==> src/rtl/matrix_mult_nxn.sv <==
// Signed fixed-point NxN matrix multiplier (C = A x B) built on one sequential MAC.
// Operands load element-wise in IDLE; results stream out row-major over valid/ready.
module matrix_mult_nxn #(
  parameter int N    = 4,
  parameter int DW   = 32,
  parameter int FRAC = 16,
  parameter int AW   = $clog2(N*N)
) (
  input  logic          clk,
  input  logic          rst_n,
  input  logic          wr_en,
  input  logic          wr_sel,
  input  logic [AW-1:0] wr_addr,
  input  logic [DW-1:0] wr_data,
  input  logic          start,
  output logic          busy,
  output logic          out_valid,
  input  logic          out_ready,
  output logic [DW-1:0] out_data,
  output logic          out_last,
  output logic          sat,
  output logic          done
);

  localparam int NN   = N * N;
  localparam int CW   = $clog2(N);
  localparam int PW   = 2 * DW;
  localparam int ACCW = PW + $clog2(N);
  localparam int RW   = ACCW + 1;

  localparam logic [CW-1:0]        LAST    = CW'(N - 1);
  localparam logic [RW-1:0]        RND     = (RW'(1) << FRAC) >> 1;
  localparam logic signed [RW-1:0] SAT_MAX = {{(RW-DW+1){1'b0}}, {(DW-1){1'b1}}};
  localparam logic signed [RW-1:0] SAT_MIN = {{(RW-DW+1){1'b1}}, {(DW-1){1'b0}}};

  typedef enum logic [2:0] {
    S_IDLE,
    S_MAC,
    S_WB,
    S_DRAIN,
    S_DONE
  } state_t;

  state_t state, state_nxt;

  logic [DW-1:0] a_mem [NN];
  logic [DW-1:0] b_mem [NN];
  logic [DW-1:0] c_mem [NN];

  logic [CW-1:0]          i_q, j_q, k_q;
  logic signed [ACCW-1:0] acc;
  logic                   sat_q;

  logic [DW-1:0]          a_op, b_op;
  logic signed [PW-1:0]   prod;
  logic signed [ACCW-1:0] prod_ext;
  logic signed [RW-1:0]   round_sum, rounded;
  logic [DW-1:0]          wb_data;
  logic                   wb_clip;
  logic                   idle_write, mac_last, elem_last, fire;

  function automatic logic [AW-1:0] flat(input logic [CW-1:0] r, input logic [CW-1:0] c);
    return AW'(r) * AW'(N) + AW'(c);
  endfunction

  assign idle_write = rst_n && (state == S_IDLE) && wr_en && ({1'b0, wr_addr} < (AW+1)'(NN));
  assign mac_last   = (k_q == LAST);
  assign elem_last  = (i_q == LAST) && (j_q == LAST);
  assign fire       = (state == S_DRAIN) && out_ready;

  // Full-precision signed product; operands are sign-extended so the low PW bits are exact.
  assign a_op      = a_mem[flat(i_q, k_q)];
  assign b_op      = b_mem[flat(k_q, j_q)];
  assign prod      = $signed({{DW{a_op[DW-1]}}, a_op}) * $signed({{DW{b_op[DW-1]}}, b_op});
  assign prod_ext  = {{(ACCW-PW){prod[PW-1]}}, prod};
  assign round_sum = {acc[ACCW-1], acc} + RND;
  assign rounded   = round_sum >>> FRAC;

  // NOTE: every comb output gets a default first, so no path leaves it unassigned (no latch).
  always_comb begin
    wb_data = rounded[DW-1:0];
    wb_clip = 1'b0;
    if (rounded > SAT_MAX) begin
      wb_data = {1'b0, {(DW-1){1'b1}}};
      wb_clip = 1'b1;
    end else if (rounded < SAT_MIN) begin
      wb_data = {1'b1, {(DW-1){1'b0}}};
      wb_clip = 1'b1;
    end
  end

  always_ff @(posedge clk) begin
    if (!rst_n) state <= S_IDLE;
    else        state <= state_nxt;
  end

  always_comb begin
    state_nxt = state;
    case (state)
      S_IDLE:  if (start) state_nxt = S_MAC;
      S_MAC:   if (mac_last) state_nxt = S_WB;
      S_WB:    state_nxt = elem_last ? S_DRAIN : S_MAC;
      S_DRAIN: if (fire && elem_last) state_nxt = S_DONE;
      S_DONE:  state_nxt = S_IDLE;
      default: state_nxt = S_IDLE;
    endcase
  end

  always_comb begin
    busy      = (state == S_MAC) || (state == S_WB) || (state == S_DRAIN);
    out_valid = (state == S_DRAIN);
    out_last  = (state == S_DRAIN) && elem_last;
    out_data  = (state == S_DRAIN) ? c_mem[flat(i_q, j_q)] : '0;
    done      = (state == S_DONE);
  end

  assign sat = sat_q;

  // WB walks (i,j) toward the next element; after the last one both wrap to 0 ready for DRAIN.
  always_ff @(posedge clk) begin
    if (!rst_n) begin
      i_q   <= '0;
      j_q   <= '0;
      k_q   <= '0;
      acc   <= '0;
      sat_q <= 1'b0;
    end else begin
      case (state)
        S_IDLE: if (start) begin
          i_q   <= '0;
          j_q   <= '0;
          k_q   <= '0;
          sat_q <= 1'b0;
        end
        S_MAC: begin
          acc <= (k_q == '0) ? prod_ext : acc + prod_ext;
          k_q <= mac_last ? '0 : k_q + 1'b1;
        end
        S_WB, S_DRAIN: if (state == S_WB || fire) begin
          if (state == S_WB) sat_q <= sat_q | wb_clip;
          if (j_q == LAST) begin
            j_q <= '0;
            i_q <= (i_q == LAST) ? '0 : i_q + 1'b1;
          end else begin
            j_q <= j_q + 1'b1;
          end
        end
        default: ;
      endcase
    end
  end

  // NOTE: operand/result storage has no reset so it maps to plain RAM; A/B survive a reset.
  always_ff @(posedge clk) begin
    if (idle_write) begin
      if (wr_sel) b_mem[wr_addr] <= wr_data;
      else        a_mem[wr_addr] <= wr_data;
    end
    if (state == S_WB) c_mem[flat(i_q, j_q)] <= wb_data;
  end

endmodule
==> config.mk <==
export PLATFORM = sky130hd
export DESIGN_NAME = matrix_mult_nxn
export DESIGN_NICKNAME = d
export VERILOG_FILES = /design/src/rtl/matrix_mult_nxn.sv
export SDC_FILE = /design/constraint.sdc
export NUM_CORES = 2
export LEC_CHECK = 0
export CAP_MARGIN = 20
export CORE_MARGIN = 3
export CORE_UTILIZATION = 50
export DETAILED_ROUTE_END_ITERATION = 7
export PLACE_DENSITY = 0.72
export SLEW_MARGIN = 20
export SYNTH_ARGS = -nofsm -noshare
export SYNTH_HDL_FRONTEND = slang
export SYNTH_SLANG_ARGS = --single-unit
==> constraint.sdc <==
create_clock -name clk -period 11.2 [get_ports clk]
set_input_delay 2.24 -clock clk [delete_from_list [all_inputs] [get_ports clk]]
set_output_delay 2.24 -clock clk [all_outputs]
set_load 0.005 [all_outputs]
; ---- Word level (Yosys, flattened, before mapping)
; Memories as Yosys holds them, arrays and structs flattened.
; Cells that the tools add are included.
[word_totals]
memories = 3
latchBits = 0
ramBits = 1536
regBits = 76
romBits = 0
wordCells = 86
[op_classes]
multipliers = 1
bitwise = 1
order_cmp = 2
n_shift = 0
div_mod_pow = 0
eq_ne = 13
n_mux = 33
n_reduce_logical = 19
addsub = 8
[memory_table]
columns = name, words, word_bits, rd, rd_ports_with_merged_regs, wr, line_no
row1 = a_mem, 16, 32, 1, 0, 1, 46  ; logic [DW-1:0] a_mem [NN];
row2 = b_mem, 16, 32, 1, 0, 1, 47  ; logic [DW-1:0] b_mem [NN];
row3 = c_mem, 16, 32, 1, 0, 1, 48  ; logic [DW-1:0] c_mem [NN];
[ops]
columns = cell, count
row1 = 32-bit 2-to-1 mux, 3
row2 = 66-bit by 17-bit adder with 67-bit output (second input constant), 1
row3 = 66-bit by 64-bit adder with 66-bit output, 1
row4 = 66-bit 2-to-1 mux, 1
row5 = 32-bit by 32-bit multiplier with 64-bit output, 1
row6 = 51-bit by 32-bit greater-than comparator with 1-bit output (second input constant), 1
row7 = 51-bit by 32-bit < comparator with 1-bit output (second input constant), 1
row8 = 2-bit 2-to-1 mux, 8
row9 = 1-bit 2-to-1 mux, 13
row10 = 4-bit by 2-bit adder with 4-bit output, 3
row11 = 2-bit case mux with 2 select lines, 3
row12 = 3-bit case mux with 4 select lines, 1
row13 = 2-bit inequality test (second input constant), 5
row14 = 3-bit 2-to-1 mux, 3
row15 = 4-bit AND reduction, 2
row16 = 2-bit by 1-bit adder with 2-bit output (second input constant), 3
row17 = 2-bit equality test (second input constant), 3
row18 = 3-bit by 2-bit equality test with 1-bit output (second input constant), 2
row19 = 1-bit logical AND, 6
row20 = 3-bit AND reduction, 2
row21 = 2-bit nonzero test, 2
row22 = 3-bit by 1-bit equality test with 1-bit output (second input constant), 1
row23 = 3-bit equality test (second input constant), 1
row24 = 3-bit logical NOT, 1
row25 = 7 further kinds, 9

; ---- Logic depth before layout (Yosys ltp)
[logic_depth]
depth_word = 8
mapped_depth = 48
mapped_depth_nobuf = 43

; ---- Worst setup path before layout
; Ideal clock, no wire load.
[synth_path]
path_kind = reg2reg
startpoint = reg j_q[0]
endpoint = reg acc[63]
n_path_buf = 6
arrival_ns = 11.297
path_stages_with_launch = 44
path_slack_ns = -0.157
path_cell_list = dfxtp_1 -> clkbuf_1 -> buf_2 -> buf_2 -> buf_2 -> mux4_2 -> nand2_1 -> nand3_1 -> o21ai_0 -> clkbuf_1 -> nor2_1 -> fa_1 -> fa_1 -> inv_1 -> fa_1 -> fa_1 -> inv_1 -> fa_1 -> [... 8 more ...] -> a21oi_1 -> nand4_1 -> o21ai_0 -> o31ai_1 -> a21oi_1 -> xnor2_1 -> ha_1 -> clkbuf_1 -> a21o_1 -> a21o_1 -> a21oi_1 -> nor2b_1 -> o21ai_0 -> nand2b_1 -> a21oi_1 -> mux2_2 -> o211ai_1 -> o2111a_1
[synth_between]
elab_chain_len = 5
[synth_rtl]
columns = item, line_no
row1 = "start, declared", 50  ; logic [CW-1:0] i_q, j_q, k_q;
row2 = "start signal, assigned", 145  ; j_q <= j_q + 1'b1;
row3 = 4-bit by 2-bit adder with 4-bit output *, 63  ; return AW'(r) * AW'(N) + AW'(c);
row4 = memory 16 x 32 bit *, n/a
row5 = 32-bit by 32-bit multiplier with 64-bit output *, 74  ; assign prod = $signed({{DW{a_op[DW-1]}}, a_op}) * $signed({{DW{b_op[DW-1]}}, b_op});
row6 = 66-bit by 64-bit adder with 66-bit output, 136  ; acc <= (k_q == '0) ? prod_ext : acc + prod_ext;
row7 = 66-bit 2-to-1 mux *, 136
row8 = "end signal, assigned", 136
row9 = "end, declared", 51  ; logic signed [ACCW-1:0] acc;
; Every way passes the cells marked *; elsewhere a longest branch is shown, timed or not.
; A chain may end at the register's enable or synchronous reset.

; ---- Final worst setup path
[layout_path]
startpoint = reg k_q[0]
endpoint = reg acc[64]
[layout_between]
elab_chain_len = 5
[layout_rtl]
columns = item, line_no
row1 = "start, declared", 50
row2 = "start signal, assigned", 137  ; k_q <= mac_last ? '0 : k_q + 1'b1;
row3 = 4-bit by 2-bit adder with 4-bit output, 63
row4 = memory 16 x 32 bit (on tied branches), n/a
row5 = 32-bit by 32-bit multiplier with 64-bit output, 74
row6 = 66-bit by 64-bit adder with 66-bit output, 136
row7 = 66-bit 2-to-1 mux *, 136
; Marks and branches as above.

==> run_results.csv <==
group,metric,value,unit
worst_setup_path,critPathArrivalTime,11610,ps
detailed_routing,drc,0,
clock_tree,cts_tree,"built",
placement,io_buffers,78,
worst_setup_path,critical_path.max_fanout,9,
synth,synth_top_area_share,0.452,
detailed_routing,via_count,66800,
sta,rsz0062_at_grt,"yes",
worst_setup_path,r2r_end,"acc[64]",
floorplanning,core_region_area,0.203,mm^2
sta,fin_tns_setup,0,ps
sta,min_period,10950,ps
sta,timing.fmax,91.4,MHz
layout,design_area,0.119,mm^2
placement,place_area,0.111,mm^2
sta,clock_skew,88.4,ps
global_routing,grt_max_degree,70,
worst_setup_path,r2r_slack,250,ps
floorplanning,start_util,0.504,
detailed_routing,dr.pass1.iters,6,
detailed_routing,wirelength,303000,um
sta,worstMarginPinSlew,1290,ps
worst_setup_path,crit_path_top_delay_cell,"mux4_2",
synth,synth_xor_area_frac,0.0139,
sta,whs,475,ps
synth,muxShareOfSynthArea,0.0974,
layout,finish.utilization,0.587,
synth,synth_top_flop_cell,"edfxtp_1",
detailed_routing,wl_per_cell,27.3,um
clock_tree,clockBufferDepth,3,
sta,hold_viol,0,
synth,avgSynthCellArea,13.4,um^2
detailed_routing,drt_iter0_markers,8015,
worst_setup_path,required,11860,ps
layout,area_growth,16.7,%
global_routing,grt_usage,0.283,
synth,ys_seq_area_frac,0.467,
status,status,"complete, no violations",
global_routing,grt_pass1_vias,68700,
sta,slew_headroom,0.139,
floorplanning,die_w,458,um
worst_hold_path,hp-class,"register to register",
synth,syn_nets,8980,
placement,dp.final_hpwl,205000,um
detailed_routing,viasPerCell,6.02,
clock_tree,clock_latency,870,ps
synth,synth_largest_area_cell,"edfxtp_1",
global_routing,grt_pass1_wl,439000,um
synth,synthSimpleGateAreaFrac,0.0807,
layout,drive_gt1_frac,0.214,
clock_tree,clk_pin_slew,60,ps
layout,fin_nets,9664,
worst_setup_path,timing.rr.start,"k_q[0]",
placement,routabilityCongestion,0.985,
worst_hold_path,hold_end,"acc[2]",
clock_tree,cts_made_buffers,161,
synth,syn_inst,7594,
worst_setup_path,worstSetupPathType,"register to register",
synth,synth_top_family_by_area,"adder cells",
synth,synth-seq-cells,1612,
floorplanning,die_h,458,um
sta,setup_violations,0,
floorplanning,dieArea,0.209,mm^2
clock_tree,ctsHoldBuffers,0,
clock_tree,cts.sinks,1612,
global_routing,grt.overflow.total,0,
floorplanning,ioPinCount,79,
synth,synth_edf_count,1536,
worst_setup_path,cpPeakStageDelay,640,ps
synth,synth_compound_area_frac,0.0439,
clock_tree,cts-root-buf,"clkbuf_16",
sta,slew_violations,0,
synth,yosys_warnings,0,
clock_tree,ctsHtreeMaxLevel,4,
synth,yosysUniqueCellTypes,105,
worst_setup_path,reg2reg_depth,42,
worst_setup_path,cp_common_cell,"fa_1",
sta,fin_crit_sh,0.977,
worst_setup_path,worstSetupEndpointType,"register",
synth,syn_area,0.102,mm^2
global_routing,antenna_found_initial,17,
worst_setup_path,start_kind,"register",
run,max-cap-violations,0,
worst_hold_path,hold_depth,2,
synth,synthArstFlopShare,0,
synth,ys_top_cells_by_area,"edfxtp_1, fa_1, mux4_2, inv_1, ha_1",
detailed_routing,drtAntennaViolNets,0,
worst_hold_path,min-delay-start,"acc[2]",
floorplanning,rows,165,
synth,synthAdderAreaFrac,0.245,
==> state kept, by name, indices dropped and copies added (netlist names) <==
register	count
b_mem	512
sat	1
acc	66
c_mem	512
i_q	2
a_mem	512
k_q	2
state	3
j_q	2
==> cell usage after synthesis (6+ instances only) <==
library cell,n
nor2b_1,48
o21ai_0,149
nand4_1,30
o211ai_1,29
nor4_1,8
o21ai_1,67
o221ai_1,7
edfxtp_1,1536
a211o_1,6
nor2_1,693
or3_1,7
nand2_1,835
nand3b_1,7
o31ai_1,14
ha_1,261
o21bai_1,22
and3_1,45
and2_1,40
and4_1,9
inv_1,1017
nand2b_1,52
a211oi_1,28
a22oi_1,10
nor3_1,36
buf_1,25
a21oi_1,156
xnor2_1,101
mux4_2,436
a21o_1,60
fa_1,1083
dfxtp_1,76
nand3_1,99
mux2i_1,9
a31o_2,7
xor2_1,59
o21a_1,48
a31oi_1,26
clkbuf_1,278
buf_2,55
==> placed cells by master, fill, tap and decap left out, types with 23 or more instances in the layout <==
master,instances
a21o_1,59
nor2b_1,48
a21oi_1,132
clkbuf_16,172
inv_1,1008
nand2_1,830
nand2b_1,52
o21ai_1,52
a211oi_1,24
ha_1,242
fa_1,1060
o211ai_1,29
edfxtp_1,1536
buf_12,103
nand4_1,30
nor2_1,655
clkinv_2,25
clkbuf_1,35
mux4_2,436
o21a_1,38
clkinv_1,37
o21ai_0,121
clkdlybuf4s50_1,53
fa_2,23
buf_2,26
a21oi_2,24
nor3_1,27
and3_1,27
nor2_4,32
and2_1,36
o21ai_2,35
xnor2_1,96
nand3_1,95
dfxtp_1,70
buf_4,667
xor2_1,55
==> worst max-delay path by stage <==
| stage | start | to | depth (start not counted) |
|---|---|---|---|
| after CTS | k_q[0] | acc[65] | 46 |
| after detailed placement | k_q[0] | acc[58] | 41 |
| after floorplan | j_q[0] | acc[63] | 45 |
| after global placement | k_q[0] | acc[58] | 42 |
| after global routing | k_q[0] | acc[64] | 48 |
| final | k_q[0] | acc[64] | 42 |
==> cell families after synthesis <==
group           count (synthesis)
compound gates                701
xor+xnor                      161
fa+ha+maj                    1344
flops                        1612
buf+inv                      1391
simple gates                 1938
mux                           447
==> timing repair <==
item	CTS	global route
pin swaps	4	90
resized for setup	42	205
setup endpoints to repair	14	24
gates cloned	2	11
setup buffers	27	85
==> critical path: cells and delay by family, from the launching register on <==
| kind | cells | cell delay (ps) |
|---|---|---|
| adders and majority gates | 10 | 4440 |
| buffers and inverters | 12 | 1710 |
| AOI/OAI and AO/OA | 11 | 1880 |
| xor gates and xnor gates | 1 | 160 |
| DFF | 1 | 370 |
| and+or+nand+nor | 5 | 770 |
| muxes | 3 | 1390 |
==> metrics by stage <==
step | instances | setup WS [ps]
2_1_floorplan | 7594 | 38.0
3_3_place_gp | 10700 | -217
3_5_place_dp | 10700 | -272
4_1_cts | 11000 | 3.93
5_1_grt | 11100 | -123
6_report | 11100 | 255
==> layout make-up <==
| class | count | area (um^2) |
|---|---|---|
| inverters | 1025 | 3870 |
| repair buffers | 887 | 8400 |
| clock buffers | 201 | 4240 |
| clock inverters | 95 | 1130 |
| flip-flops and latches | 1612 | 47700 |
| fillers | 15300 | 83500 |
| diodes | 19 | 47.5 |
| multi-input cells | 4591 | 50300 |
| well taps | 2672 | 3340 |
==> routing by layer <==
| layer | routed length [um] | global-route usage | vias to the layer above |
|---|---|---|---|
| li1 | - | - | 27400 |
| met1 | 111000 | 0.390 | 34600 |
| met2 | 145000 | 0.450 | 4030 |
| met3 | 32500 | 0.0534 | 730 |
| met4 | 14200 | 0.112 | 8 |
| met5 | 53 | 0 | - |
Power is left out: the tool's default activity adds up to more than one toggle a clock period on the data nets, which glitch-free logic cannot reach.
